==> config.mk <==
export PLATFORM = sky130hd
export DESIGN_NAME = sram_arbiter_flat
export DESIGN_NICKNAME = d
export VERILOG_FILES = /design/src/rtl/sram_arbiter_if.sv /design/src/rtl/sram_arbiter.sv /design/src/flat_wrapper.sv
export SDC_FILE = /design/constraint.sdc
export NUM_CORES = 1
export LEC_CHECK = 0
export BUFFER_PORTS_ARGS = -buffer_cell sky130_fd_sc_hd__buf_4
export CAP_MARGIN = 20
export CORE_MARGIN = 2
export CORE_UTILIZATION = 44
export CTS_BUF_LIST = sky130_fd_sc_hd__clkbuf_4
export CTS_CLUSTER_DIAMETER = 50
export DETAILED_ROUTE_END_ITERATION = 7
export PLACE_DENSITY = 0.85
export REMOVE_ABC_BUFFERS = 1
export SYNTH_ARGS = -nofsm -noshare
export SYNTH_HDL_FRONTEND = slang
export SYNTH_SLANG_ARGS = --single-unit
==> constraint.sdc <==
create_clock -name clk -period 1.94 [get_ports clk]
set_clock_uncertainty 0.1 [all_clocks]
set_input_delay 0.194 -clock clk [delete_from_list [all_inputs] [get_ports clk]]
set_output_delay 0.194 -clock clk [all_outputs]
set_load 0.03 [all_outputs]
==> src/rtl/sram_arbiter_if.sv <==
// Bundle of the IF/LS request-response channels and the SRAM port shared by sram_arbiter.
// The arbiter takes the slave modport; the requesters/SRAM side takes master.
interface sram_arbiter_if #(
    parameter int ADDR_W = 16,
    parameter int DATA_W = 32
);
    logic              if_req_valid;
    logic              if_req_ready;
    logic [ADDR_W-1:0] if_req_addr;
    logic              if_rsp_valid;
    logic [DATA_W-1:0] if_rsp_data;
    logic              if_rsp_err;

    logic              ls_req_valid;
    logic              ls_req_ready;
    logic [ADDR_W-1:0] ls_req_addr;
    logic [3:0]        ls_req_we;
    logic [DATA_W-1:0] ls_req_wdata;
    logic              ls_rsp_valid;
    logic [DATA_W-1:0] ls_rsp_data;
    logic              ls_rsp_err;

    logic [3:0]        sram_w_en;
    logic [ADDR_W-1:0] sram_address;
    logic [DATA_W-1:0] sram_write_data;
    logic [DATA_W-1:0] sram_read_data;

    modport slave (
        input  if_req_valid, if_req_addr,
        output if_req_ready, if_rsp_valid, if_rsp_data, if_rsp_err,
        input  ls_req_valid, ls_req_addr, ls_req_we, ls_req_wdata,
        output ls_req_ready, ls_rsp_valid, ls_rsp_data, ls_rsp_err,
        output sram_w_en, sram_address, sram_write_data,
        input  sram_read_data
    );

    modport master (
        output if_req_valid, if_req_addr,
        input  if_req_ready, if_rsp_valid, if_rsp_data, if_rsp_err,
        output ls_req_valid, ls_req_addr, ls_req_we, ls_req_wdata,
        input  ls_req_ready, ls_rsp_valid, ls_rsp_data, ls_rsp_err,
        input  sram_w_en, sram_address, sram_write_data,
        output sram_read_data
    );
endinterface

==> src/rtl/sram_arbiter.sv <==
// Two-requester (IF read-only, LS read/write) arbiter/sequencer for a single-port byte SRAM.
// Define SRAM_ARB_RR_EN for round-robin tie-breaking; otherwise LS has fixed priority.
module sram_arbiter #(
    parameter int ADDR_W = 16,
    parameter int DATA_W = 32
) (
    input  logic            clk,
    input  logic            rst,
    sram_arbiter_if.slave   bus
);
    typedef enum logic [1:0] {IDLE, ACCESS, RESP} state_t;

    state_t            state_q, state_d;
    logic [ADDR_W-1:0] addr_q, addr_d;
    logic [3:0]        we_q, we_d;
    logic [DATA_W-1:0] wdata_q, wdata_d;
    logic [DATA_W-1:0] rdata_q, rdata_d;
    logic              id_ls_q, id_ls_d;
    logic              err_q, err_d;

    logic              grant_if, grant_ls, accept, ls_err, if_err;

`ifdef SRAM_ARB_RR_EN
    logic              favour_ls_q, favour_ls_d;
`endif

    always_comb begin
        grant_if = 1'b0;
        grant_ls = 1'b0;
        if (bus.if_req_valid && bus.ls_req_valid) begin
`ifdef SRAM_ARB_RR_EN
            grant_ls = favour_ls_q;
            grant_if = !favour_ls_q;
`else
            grant_ls = 1'b1;
`endif
        end else begin
            grant_if = bus.if_req_valid;
            grant_ls = bus.ls_req_valid;
        end
    end

    // Accepts are allowed in IDLE and RESP, which is what gives back-to-back throughput.
    assign accept = !rst && (state_q != ACCESS) && (grant_if || grant_ls);

    always_comb begin
        case (bus.ls_req_we)
            4'b0000, 4'b1111: ls_err = (bus.ls_req_addr[1:0] != 2'b00);
            4'b0011:          ls_err = bus.ls_req_addr[0];
            4'b0001:          ls_err = 1'b0;
            default:          ls_err = 1'b1;
        endcase
    end

    assign if_err = (bus.if_req_addr[1:0] != 2'b00);

    always_comb begin
        state_d = state_q;
        addr_d  = addr_q;
        we_d    = we_q;
        wdata_d = wdata_q;
        rdata_d = rdata_q;
        id_ls_d = id_ls_q;
        err_d   = err_q;
`ifdef SRAM_ARB_RR_EN
        favour_ls_d = favour_ls_q;
`endif

        case (state_q)
            ACCESS: begin
                state_d = RESP;
                rdata_d = (we_q == 4'b0000 && !err_q) ? bus.sram_read_data : '0;
            end
            default: state_d = IDLE;
        endcase

        if (accept) begin
            state_d = ACCESS;
            if (grant_ls) begin
                addr_d  = bus.ls_req_addr;
                we_d    = bus.ls_req_we;
                wdata_d = bus.ls_req_wdata;
                id_ls_d = 1'b1;
                err_d   = ls_err;
            end else begin
                addr_d  = bus.if_req_addr;
                we_d    = '0;
                id_ls_d = 1'b0;
                err_d   = if_err;
            end
`ifdef SRAM_ARB_RR_EN
            favour_ls_d = grant_if;
`endif
        end
    end

    always_ff @(posedge clk) begin
        if (rst) begin
            state_q <= IDLE;
            addr_q  <= '0;
            we_q    <= '0;
            wdata_q <= '0;
            rdata_q <= '0;
            id_ls_q <= 1'b0;
            err_q   <= 1'b0;
`ifdef SRAM_ARB_RR_EN
            favour_ls_q <= 1'b0;
`endif
        end else begin
            state_q <= state_d;
            addr_q  <= addr_d;
            we_q    <= we_d;
            wdata_q <= wdata_d;
            rdata_q <= rdata_d;
            id_ls_q <= id_ls_d;
            err_q   <= err_d;
`ifdef SRAM_ARB_RR_EN
            favour_ls_q <= favour_ls_d;
`endif
        end
    end

    // rst gates the write strobe combinationally so a reset in ACCESS suppresses the commit.
    assign bus.sram_w_en       = (state_q == ACCESS && !err_q && !rst) ? we_q : '0;
    assign bus.sram_address    = addr_q;
    assign bus.sram_write_data = wdata_q;

    assign bus.if_req_ready = accept && grant_if;
    assign bus.ls_req_ready = accept && grant_ls;

    assign bus.if_rsp_valid = (state_q == RESP) && !id_ls_q;
    assign bus.ls_rsp_valid = (state_q == RESP) && id_ls_q;
    assign bus.if_rsp_data  = bus.if_rsp_valid ? rdata_q : '0;
    assign bus.ls_rsp_data  = bus.ls_rsp_valid ? rdata_q : '0;
    assign bus.if_rsp_err   = bus.if_rsp_valid && err_q;
    assign bus.ls_rsp_err   = bus.ls_rsp_valid && err_q;
endmodule

==> src/flat_wrapper.sv <==
// flat-port wrapper written by rule: the top's interface ports become plain ports
module sram_arbiter_flat 
#(
    parameter int ADDR_W = 16,
    parameter int DATA_W = 32
)
  (clk, rst, bus_if_req_valid, bus_if_req_addr, bus_if_req_ready, bus_if_rsp_valid, bus_if_rsp_data, bus_if_rsp_err, bus_ls_req_valid, bus_ls_req_addr, bus_ls_req_we, bus_ls_req_wdata, bus_ls_req_ready, bus_ls_rsp_valid, bus_ls_rsp_data, bus_ls_rsp_err, bus_sram_w_en, bus_sram_address, bus_sram_write_data, bus_sram_read_data);
  sram_arbiter_if #(.ADDR_W(ADDR_W), .DATA_W(DATA_W)) bus_i ();
  input  logic clk;
  input  logic rst;
  input wire logic [$bits(bus_i.if_req_valid)-1:0] bus_if_req_valid;
  input wire logic [$bits(bus_i.if_req_addr)-1:0] bus_if_req_addr;
  output wire logic [$bits(bus_i.if_req_ready)-1:0] bus_if_req_ready;
  output wire logic [$bits(bus_i.if_rsp_valid)-1:0] bus_if_rsp_valid;
  output wire logic [$bits(bus_i.if_rsp_data)-1:0] bus_if_rsp_data;
  output wire logic [$bits(bus_i.if_rsp_err)-1:0] bus_if_rsp_err;
  input wire logic [$bits(bus_i.ls_req_valid)-1:0] bus_ls_req_valid;
  input wire logic [$bits(bus_i.ls_req_addr)-1:0] bus_ls_req_addr;
  input wire logic [$bits(bus_i.ls_req_we)-1:0] bus_ls_req_we;
  input wire logic [$bits(bus_i.ls_req_wdata)-1:0] bus_ls_req_wdata;
  output wire logic [$bits(bus_i.ls_req_ready)-1:0] bus_ls_req_ready;
  output wire logic [$bits(bus_i.ls_rsp_valid)-1:0] bus_ls_rsp_valid;
  output wire logic [$bits(bus_i.ls_rsp_data)-1:0] bus_ls_rsp_data;
  output wire logic [$bits(bus_i.ls_rsp_err)-1:0] bus_ls_rsp_err;
  output wire logic [$bits(bus_i.sram_w_en)-1:0] bus_sram_w_en;
  output wire logic [$bits(bus_i.sram_address)-1:0] bus_sram_address;
  output wire logic [$bits(bus_i.sram_write_data)-1:0] bus_sram_write_data;
  input wire logic [$bits(bus_i.sram_read_data)-1:0] bus_sram_read_data;
  assign bus_i.if_req_valid = bus_if_req_valid;
  assign bus_i.if_req_addr = bus_if_req_addr;
  assign bus_if_req_ready = bus_i.if_req_ready;
  assign bus_if_rsp_valid = bus_i.if_rsp_valid;
  assign bus_if_rsp_data = bus_i.if_rsp_data;
  assign bus_if_rsp_err = bus_i.if_rsp_err;
  assign bus_i.ls_req_valid = bus_ls_req_valid;
  assign bus_i.ls_req_addr = bus_ls_req_addr;
  assign bus_i.ls_req_we = bus_ls_req_we;
  assign bus_i.ls_req_wdata = bus_ls_req_wdata;
  assign bus_ls_req_ready = bus_i.ls_req_ready;
  assign bus_ls_rsp_valid = bus_i.ls_rsp_valid;
  assign bus_ls_rsp_data = bus_i.ls_rsp_data;
  assign bus_ls_rsp_err = bus_i.ls_rsp_err;
  assign bus_sram_w_en = bus_i.sram_w_en;
  assign bus_sram_address = bus_i.sram_address;
  assign bus_sram_write_data = bus_i.sram_write_data;
  assign bus_i.sram_read_data = bus_sram_read_data;
  sram_arbiter #(.ADDR_W(ADDR_W), .DATA_W(DATA_W)) u_core (.clk(clk), .rst(rst), .bus(bus_i));
endmodule
==> Word-level counts from Yosys, hierarchy flattened <==
Cells that the tools add are included.
{ "word_totals": {"input_bits": 104, "register_bits": 88, "out_inout_bits": 122, "word_cells": 50} }
{ "op_classes": {"n_reduce_logical": 23, "eq_ne": 6, "mux": 13} }
{ "ops": {"columns": ["operator", "n"], "rows": [
  ["$mux 32", 3],
  ["$mux 16", 1],
  ["$logic_and 1x1->1", 12],
  ["$logic_not 4->1", 2],
  ["$mux 4", 2],
  ["$mux 1", 5],
  ["$eq 4x1->1 const B", 1],
  ["$eq 4x2->1 const B", 1],
  ["$eq 4x4->1 const B", 1],
  ["$reduce_bool 2->1", 2],
  ["$reduce_or 2->1", 2],
  ["$logic_not 1->1", 3],
  ["$pmux 1 s3", 1],
  ["$eq 2x1->1 const B", 1],
  ["$eq 2x2->1 const B", 1],
  ["$mux 2", 1],
  ["$ne 2x1->1 const B", 1],
  ["$reduce_and 2->1", 1],
  ["$logic_or 1x1->1", 1]
]} }

==> Longest topological paths before layout <==
Gate-level depths: netlist (run 1).
{ "logic_depth": {"ltp_word": 5, "depth_mapped": 8, "mapped_depth_nobuf": 5} }

==> Worst setup path after synthesis (run 1) <==
Ideal clock, no wire load.
{ "synth_timing": {"path_type": "register to output", "start": "reg u_core.id_ls_q", "end": "out bus_if_rsp_data[22]", "t_required_ps": 1646, "arrival_time_ps": 1404, "n_path_buf": 1, "slack_ps": 242, "path_stages_with_launch": 4, "cell_sequence": "dfxtp_1 -> nor3b_2 -> clkbuf_1 -> and2_1"} }
{ "synth_between": {"elab_chain_len": 3} }
{ "synth_lines": {"columns": ["element", "line", "source"], "rows": [
  ["start, declared", "sram_arbiter.sv:18", "logic id_ls_q, id_ls_d;"],
  ["start signal, assigned", "sram_arbiter.sv:115", "id_ls_q <= id_ls_d;"],
  ["$logic_not 1->1", "sram_arbiter.sv:131", "assign bus.if_rsp_valid = (state_q == RESP) && !id_ls_q;"],
  ["$logic_and 1x1->1", "sram_arbiter.sv:131", null],
  ["named net bus_if_rsp_valid", "flat_wrapper.sv:14", "output wire logic [$bits(bus_i.if_rsp_valid)-1:0] bus_if_rsp_valid;"],
  ["$mux 32", "sram_arbiter.sv:133", "assign bus.if_rsp_data = bus.if_rsp_valid ? rdata_q : '0;"],
  ["end, declared", "flat_wrapper.sv:15", "output wire logic [$bits(bus_i.if_rsp_data)-1:0] bus_if_rsp_data;"]
]} }
The timed path passes the listed nets, and every way through them passes these cells.

==> Worst setup path after layout (run 1) <==
{ "layout_timing": {"start": "in rst", "end": "out bus_if_req_ready"} }
{ "layout_between": {"elab_chain_len": 4} }
{ "layout_lines": {"columns": ["element", "line", "source"], "rows": [
  ["start, declared", "flat_wrapper.sv:10", "input logic rst;"],
  ["$logic_not 1->1", "sram_arbiter.sv:44", "assign accept = !rst && (state_q != ACCESS) && (grant_if || grant_ls);"],
  ["$logic_and 1x1->1 (2 in a row)", "sram_arbiter.sv:44", null],
  ["$logic_and 1x1->1", "sram_arbiter.sv:128", "assign bus.if_req_ready = accept && grant_if;"],
  ["end, declared", "flat_wrapper.sv:13", "output wire logic [$bits(bus_i.if_req_ready)-1:0] bus_if_req_ready;"]
]} }
Every way passes these cells.

==> results.yml, run 1 <==
run:
  drv_cap: 0
timing:
  setup_violations: 0
  fin_crit_ns: 1.87
  setup_ws_ns: 0.0661
  max_freq_mhz: 534
  drv_slew: 0
  hold_viol_final: 0
  fin_crit_sh: 0.966
  tightestPinTransition_ns: 0.346
  finalSetupTns_ns: 0
  maxSlewHeadroom: 0.770
  hold-worst-slack_ns: 0.130
clock_network:
  clk_latency_ns: 0.40
  cts-buffers-inserted: 9
  clockBufferDepth: 2
  h-tree-depth: 3
  cts_setup_buffers: 0
  cts-root-buf: "clkbuf_4"
  cts_tree: "yes"
  clk_pin_slew_worst_paths_ns: 0.13
  cts.sinks: 88
setup_path:
  start_kind: "input port"
  critPathCaptureType: "primary output"
  critPathArrivalTime_ns: 1.58
  critPathKind: "in2out"
  cp_top_family: "buffers and inverters"
  worstPathCellList: "dlygate4sd3_1, buf_4, inv_2, and2_1, nand2_1, nor2_1, buf_4"
  max_stage_delay_ns: 0.56
  critPathSlowestCell: "dlygate4sd3_1"
  crit_fanout: 7
  crit_top_cell: "buf_4"
  crit_required_ns: 1.65
  path_buf_inv: 4
route:
  vias_per_cell: 5.14
  dr_total_vias: 4265
  wl_microns: 13900
  final_antenna_net_count: 0
  wl_met1_microns: 5000
  drc: 0
  wl_met2_microns: 7530
  first_pass_iters: 5
  drt_iter0_markers: 163
  wl_per_cell_microns: 16.7
  top_layer: "met4"
  wl_met3_microns: 879
placement:
  io_buffer_count: 225
  place.gp.congestion: 0.789
  dpl_worst_slack_ns: 0.431
  dpl_cell_area_sq_um: 5320
  dp_hpwl_microns: 7640
synth:
  synth-main-ff-cell: "dfxtp_1"
  ys_seq_area_frac: 0.485
  ys_warn_count: 0
  synth_edf_count: 0
  ys_top_cells_by_area: "dfxtp_1 49%, and2_1 12%, a22o_1 7.7%"
  synth_cells: 403
  synthArstFlopShare: 0
  avgSynthCellArea_sq_um: 9.01
  syn_area_sq_um: 3630
  synth_top_area_cell: "dfxtp_1"
  ys_ff_latch: 88
  synth.most_common_cell: "dfxtp_1"
  synth_top_area_frac: 0.485
  ys_types: 30
  synthTopCellsByCount: "88 x dfxtp_1, 72 x and2_1, 66 x nand2_1"
final_layout:
  antennaDiodeCount: 0
  area_delta_synth_final_pct: 79.8
  nNetsFinal: 824
  final_area_sq_um: 6530
  drive_gt1_frac: 0.359
  nFillCells: 488
floorplanning:
  chipHeight_microns: 94.8
  initial_core_util: 0.449
  fp.dieW_microns: 94.8
  num_rows: 33
  io_pins: 226
  die-area_sq_um: 8990
  coreArea_sq_um: 8090
global_routing:
  grt.total_usage: 0.296
  grt_max_degree: 39
  grt_pass1_vias: 4301
  grt_pass1_wl_microns: 20800
  gr-total-overflow: 0
  antenna_found_initial: 0
power:
  power_density_nw_per_um2: 626
  power_w: 0.00409
  leakage_nw: 3.24
  ir_drop_mv: 0.396
outcome:
  status: "completed"
min_path:
  hold_path.class: "in2reg"
## state kept, by name (all words and copies together), names as in the netlist
signal,count
u_core.bus.sram_address,16
u_core.bus.sram_write_data,32
u_core.err_q,1
u_core.id_ls_q,1
u_core.rdata_q,32
u_core.state_q,2
u_core.we_q,4
## worst register-to-register path: stages (launching register included)
cell	delay, ns
dfxtp_2	0.35
nand2b_2	0.23
o211ai_1	0.15
buf_4	0.37
nand3_1	0.17
o21ai_0	0.13
## kinds of logic after synthesis
family / after synthesis / share of synthesized area
AND/OR/NAND/NOR: 204 / 0.290
multiplexers: 16 / 0.0441
flip-flops: 88 / 0.485
AO/OA/AOI/OAI: 58 / 0.120
buffers and inverters: 37 / 0.0603
## final cells by class
cell class	count	area, sq um	area share
Clock inverter	7	71.3	0.0109
Inverter	4	15.0	0.00230
Multi-Input combinational cell	278	1660	0.254
Clock buffer	9	67.6	0.0104
Tap cell	105	131	0.0201
Timing Repair Buffer	339	2820	0.432
Sequential cell	88	1770	0.270
## cell usage in the layout, fill, tap and decap left out, types with 2 or more instances in the layout
master,instances
dfxtp_2,3
a22oi_1,4
clkinv_4,2
o21ai_0,16
nand3_1,50
inv_1,3
clkinv_1,2
and2_1,72
a22o_1,32
clkbuf_4,9
dlygate4sd3_1,102
buf_4,234
mux2i_1,16
buf_6,2
nor2_1,8
nand2_1,66
dfxtp_1,85
## stage by stage
step,utilization,cells
floorplan,-,370
global placement,0.658,710
detailed placement,0.658,710
CTS,0.801,828
global route,0.807,830
finish,0.807,830
## path summary, 6_finish.rpt
path / startpoint / endpoint / cells after the start / slack, ns
worst max-delay path: rst / bus_if_req_ready / 7 / 0.07
worst min-delay path: bus_ls_req_valid / u_core.state_q[0] / 3 / 0.13
worst max register to register: u_core.state_q[1] / u_core.bus.sram_address[10] / 5 / 0.37
worst min register to register: u_core.bus.sram_write_data[8] / u_core.bus.sram_write_data[8] / 2 / 0.37
## metal layers
layer | vias to the layer above | global-route usage
li1 | 1995 | -
met1 | 2000 | 0.322
met2 | 224 | 0.544
met3 | 46 | 0.0567
met4 | 0 | 0.152
met5 | - | 0
## power breakdown
group | internal [W] | switching [W] | total (W)
registers | 0.00195 | 0.0000933 | 0.00204
logic | 0.000509 | 0.000514 | 0.00102
clock network | 0.000394 | 0.000629 | 0.00102
## timing repair
item / in CTS / in global routing
hold buffers: 102 / 0
endpoints found under the setup margin: 0 / 66
gates resized for setup: 0 / 13
hold endpoints to repair: 86 / 0
Power figures use the tool's default switching activity.
==> run 2, diff against run 1 <==
--- a/config.mk
+++ b/config.mk
@@ -13,6 +13,7 @@
 export CTS_CLUSTER_DIAMETER = 50
 export DETAILED_ROUTE_END_ITERATION = 7
 export PLACE_DENSITY = 0.85
+export RECOVER_POWER = 100
 export REMOVE_ABC_BUFFERS = 1
 export SYNTH_ARGS = -nofsm -noshare
 export SYNTH_HDL_FRONTEND = slang
==> results.yml, run 2 (same netlist as run 1, synthesis figures left out) <==
route:
  top_layer: "met4"
  vias_per_cell: 5.16
  first_pass_iters: 4
  final_antenna_net_count: 0
  wl_per_cell_microns: 16.8
  wl_met1_microns: 5120
  drc: 0
  dr_total_vias: 4283
  wl_microns: 13900
  wl_met3_microns: 858
  wl_met2_microns: 7480
  drt_iter0_markers: 175
power:
  leakage_nw: 3.04
  p_clk_frac: 0.255
  p_int_w: 0.00278
  ir_drop_mv: 0.388
  power_frac_comb: 0.237
  seq_power_share: 0.508
  power_density_nw_per_um2: 633
  power.switching_w: 0.00124
  swShare: 0.308
timing:
  drv_slew: 0
  max_freq_mhz: 537
  tightestPinTransition_ns: 0.671
  maxSlewHeadroom: 0.553
  fin_crit_sh: 0.960
  hold-worst-slack_ns: 0.112
  fin_crit_ns: 1.86
  hold_viol_final: 0
  setup_violations: 0
clock_network:
  cts-root-buf: "clkbuf_4"
  cts_setup_buffers: 0
  clockBufferDepth: 2
  h-tree-depth: 3
  cts_tree: "yes"
  clk_pin_slew_worst_paths_ns: 0.13
  cts-buffers-inserted: 9
  clk_latency_ns: 0.41
  cts.sinks: 88
setup_path:
  critPathArrivalTime_ns: 1.57
  path_buf_inv: 2
  worstPathCellList: "nor3b_4, buf_6, and2_1, buf_4"
  critPathSlowestCell: "dfxtp_2"
  reg2reg_to: "u_core.bus.sram_address[10]"
  reg2reg_from: "u_core.state_q[1]"
  critPathKind: "reg2out"
  crit_fanout: 9
  max_stage_delay_ns: 0.36
  rr_worst_depth: 5
  cp_top_family: "simple AND/OR/NAND/NOR gates"
  crit_required_ns: 1.65
  reg2reg_slack_ns: 0.12
  start_kind: "flop"
  critPathCaptureType: "primary output"
floorplanning:
  chipHeight_microns: 94.8
  initial_core_util: 0.449
  coreArea_sq_um: 8090
  io_pins: 226
  fp.dieW_microns: 94.8
  num_rows: 33
  die-area_sq_um: 8990
final_layout:
  final_common_cell: "buf_4"
  nNetsFinal: 824
  instances_no_fill: 830
  final_area_sq_um: 6340
  final_cell_mix: "184 x buf_4, 102 x dlygate4sd3_1, 85 x dfxtp_1, 72 x and2_1, 66 x nand2_1"
  drive_gt1_frac: 0.291
  area_delta_synth_final_pct: 74.5
  antennaDiodeCount: 0
  nFillCells: 559
placement:
  place_inst: 710
  dpl_cell_area_sq_um: 5320
  io_buffer_count: 225
  place.gp.congestion: 0.789
  dp_hpwl_microns: 7640
min_path:
  min_path_cells: 3
  hold_path.class: "in2reg"
  min_to: "u_core.state_q[0]"
  holdCritStartpoint: "bus_ls_req_valid"
global_routing:
  gr-total-overflow: 0
  grt_pass1_wl_microns: 20800
  grt_max_degree: 39
  antenna_found_initial: 0
  grt_pass1_vias: 4301
  grt.total_usage: 0.296
outcome:
  status: "completed"
run:
  drv_cap: 0
-- run 2: changes by cell type in the layout (fill, tap and decap cells not counted) --
cell / change
buf_4: -50
clkbuf_1: +48
buf_2: +1
clkbuf_2: +1
nand3_1: +1
nand3_2: -1
-- run 2: what timing repair did --
action / in CTS / in global routing
gates resized for setup: 0 / 13
hold buffers: 102 / 0
endpoints found under the hold margin: 86 / 0
endpoints found under the setup margin: 0 / 66
-- run 2: worst min-delay path, cell delays in order --
cell	delay, ns
buf_4	0.18
o211ai_1	0.14
inv_1	0.07
-- run 2: how the worst max path moves through the flow --
stage | start | end | slack (ns) | depth (start not counted)
2_1_floorplan | rst | u_core.we_q[0] | -0.60 | 5
3_3_place_gp | u_core.state_q[1] | u_core.bus.sram_write_data[30] | 0.47 | 6
3_5_place_dp | u_core.state_q[1] | u_core.rdata_q[26] | 0.43 | 5
4_1_cts | u_core.id_ls_q | bus_if_rsp_data[10] | 0.01 | 4
5_1_grt | u_core.id_ls_q | bus_if_rsp_data[4] | -0.003 | 4
6_report | u_core.id_ls_q | bus_if_rsp_data[18] | 0.08 | 4
-- run 2: cell type report --
type                            instances  area (sq um)  share of cell area
Clock buffer                            9          67.6              0.0107
Clock inverter                          7          71.3              0.0113
Inverter                                4          15.0             0.00237
Multi-Input combinational cell        278          1650               0.261
Sequential cell                        88          1770               0.279
Tap cell                              105           131              0.0207
Timing Repair Buffer                  339          2640               0.416
-- run 2: through the flow --
| stage | setup slack, ns | TNS [ns] | power, W | util |
|---|---|---|---|---|
| after floorplan | -0.603 | -23.42 | 0.00245 | - |
| after global placement | 0.473 | 0 | 0.00284 | 0.658 |
| after detailed placement | 0.431 | 0 | 0.00287 | 0.658 |
| after CTS | 0.0138 | 0 | 0.00405 | 0.801 |
| after global routing | -0.00294 | -0.00506 | 0.00417 | 0.783 |
| final | 0.0779 | 0 | 0.00401 | 0.783 |
-- run 2: layer usage --
metal,track usage,vias to the layer above
met3,0.0567,46
met4,0.152,0
met1,0.322,2032
met2,0.544,214
met5,0,-
li1,-,1991
-- run 2: power groups by stage --
stage                     registers [W]  clock network (W)  logic [W]
after floorplan                 0.00222                  0   0.000230
after global placement          0.00206                  0   0.000785
after detailed placement        0.00207                  0   0.000806
after CTS                       0.00203            0.00104   0.000985
after global routing            0.00205            0.00111    0.00101
final                           0.00204            0.00102   0.000951
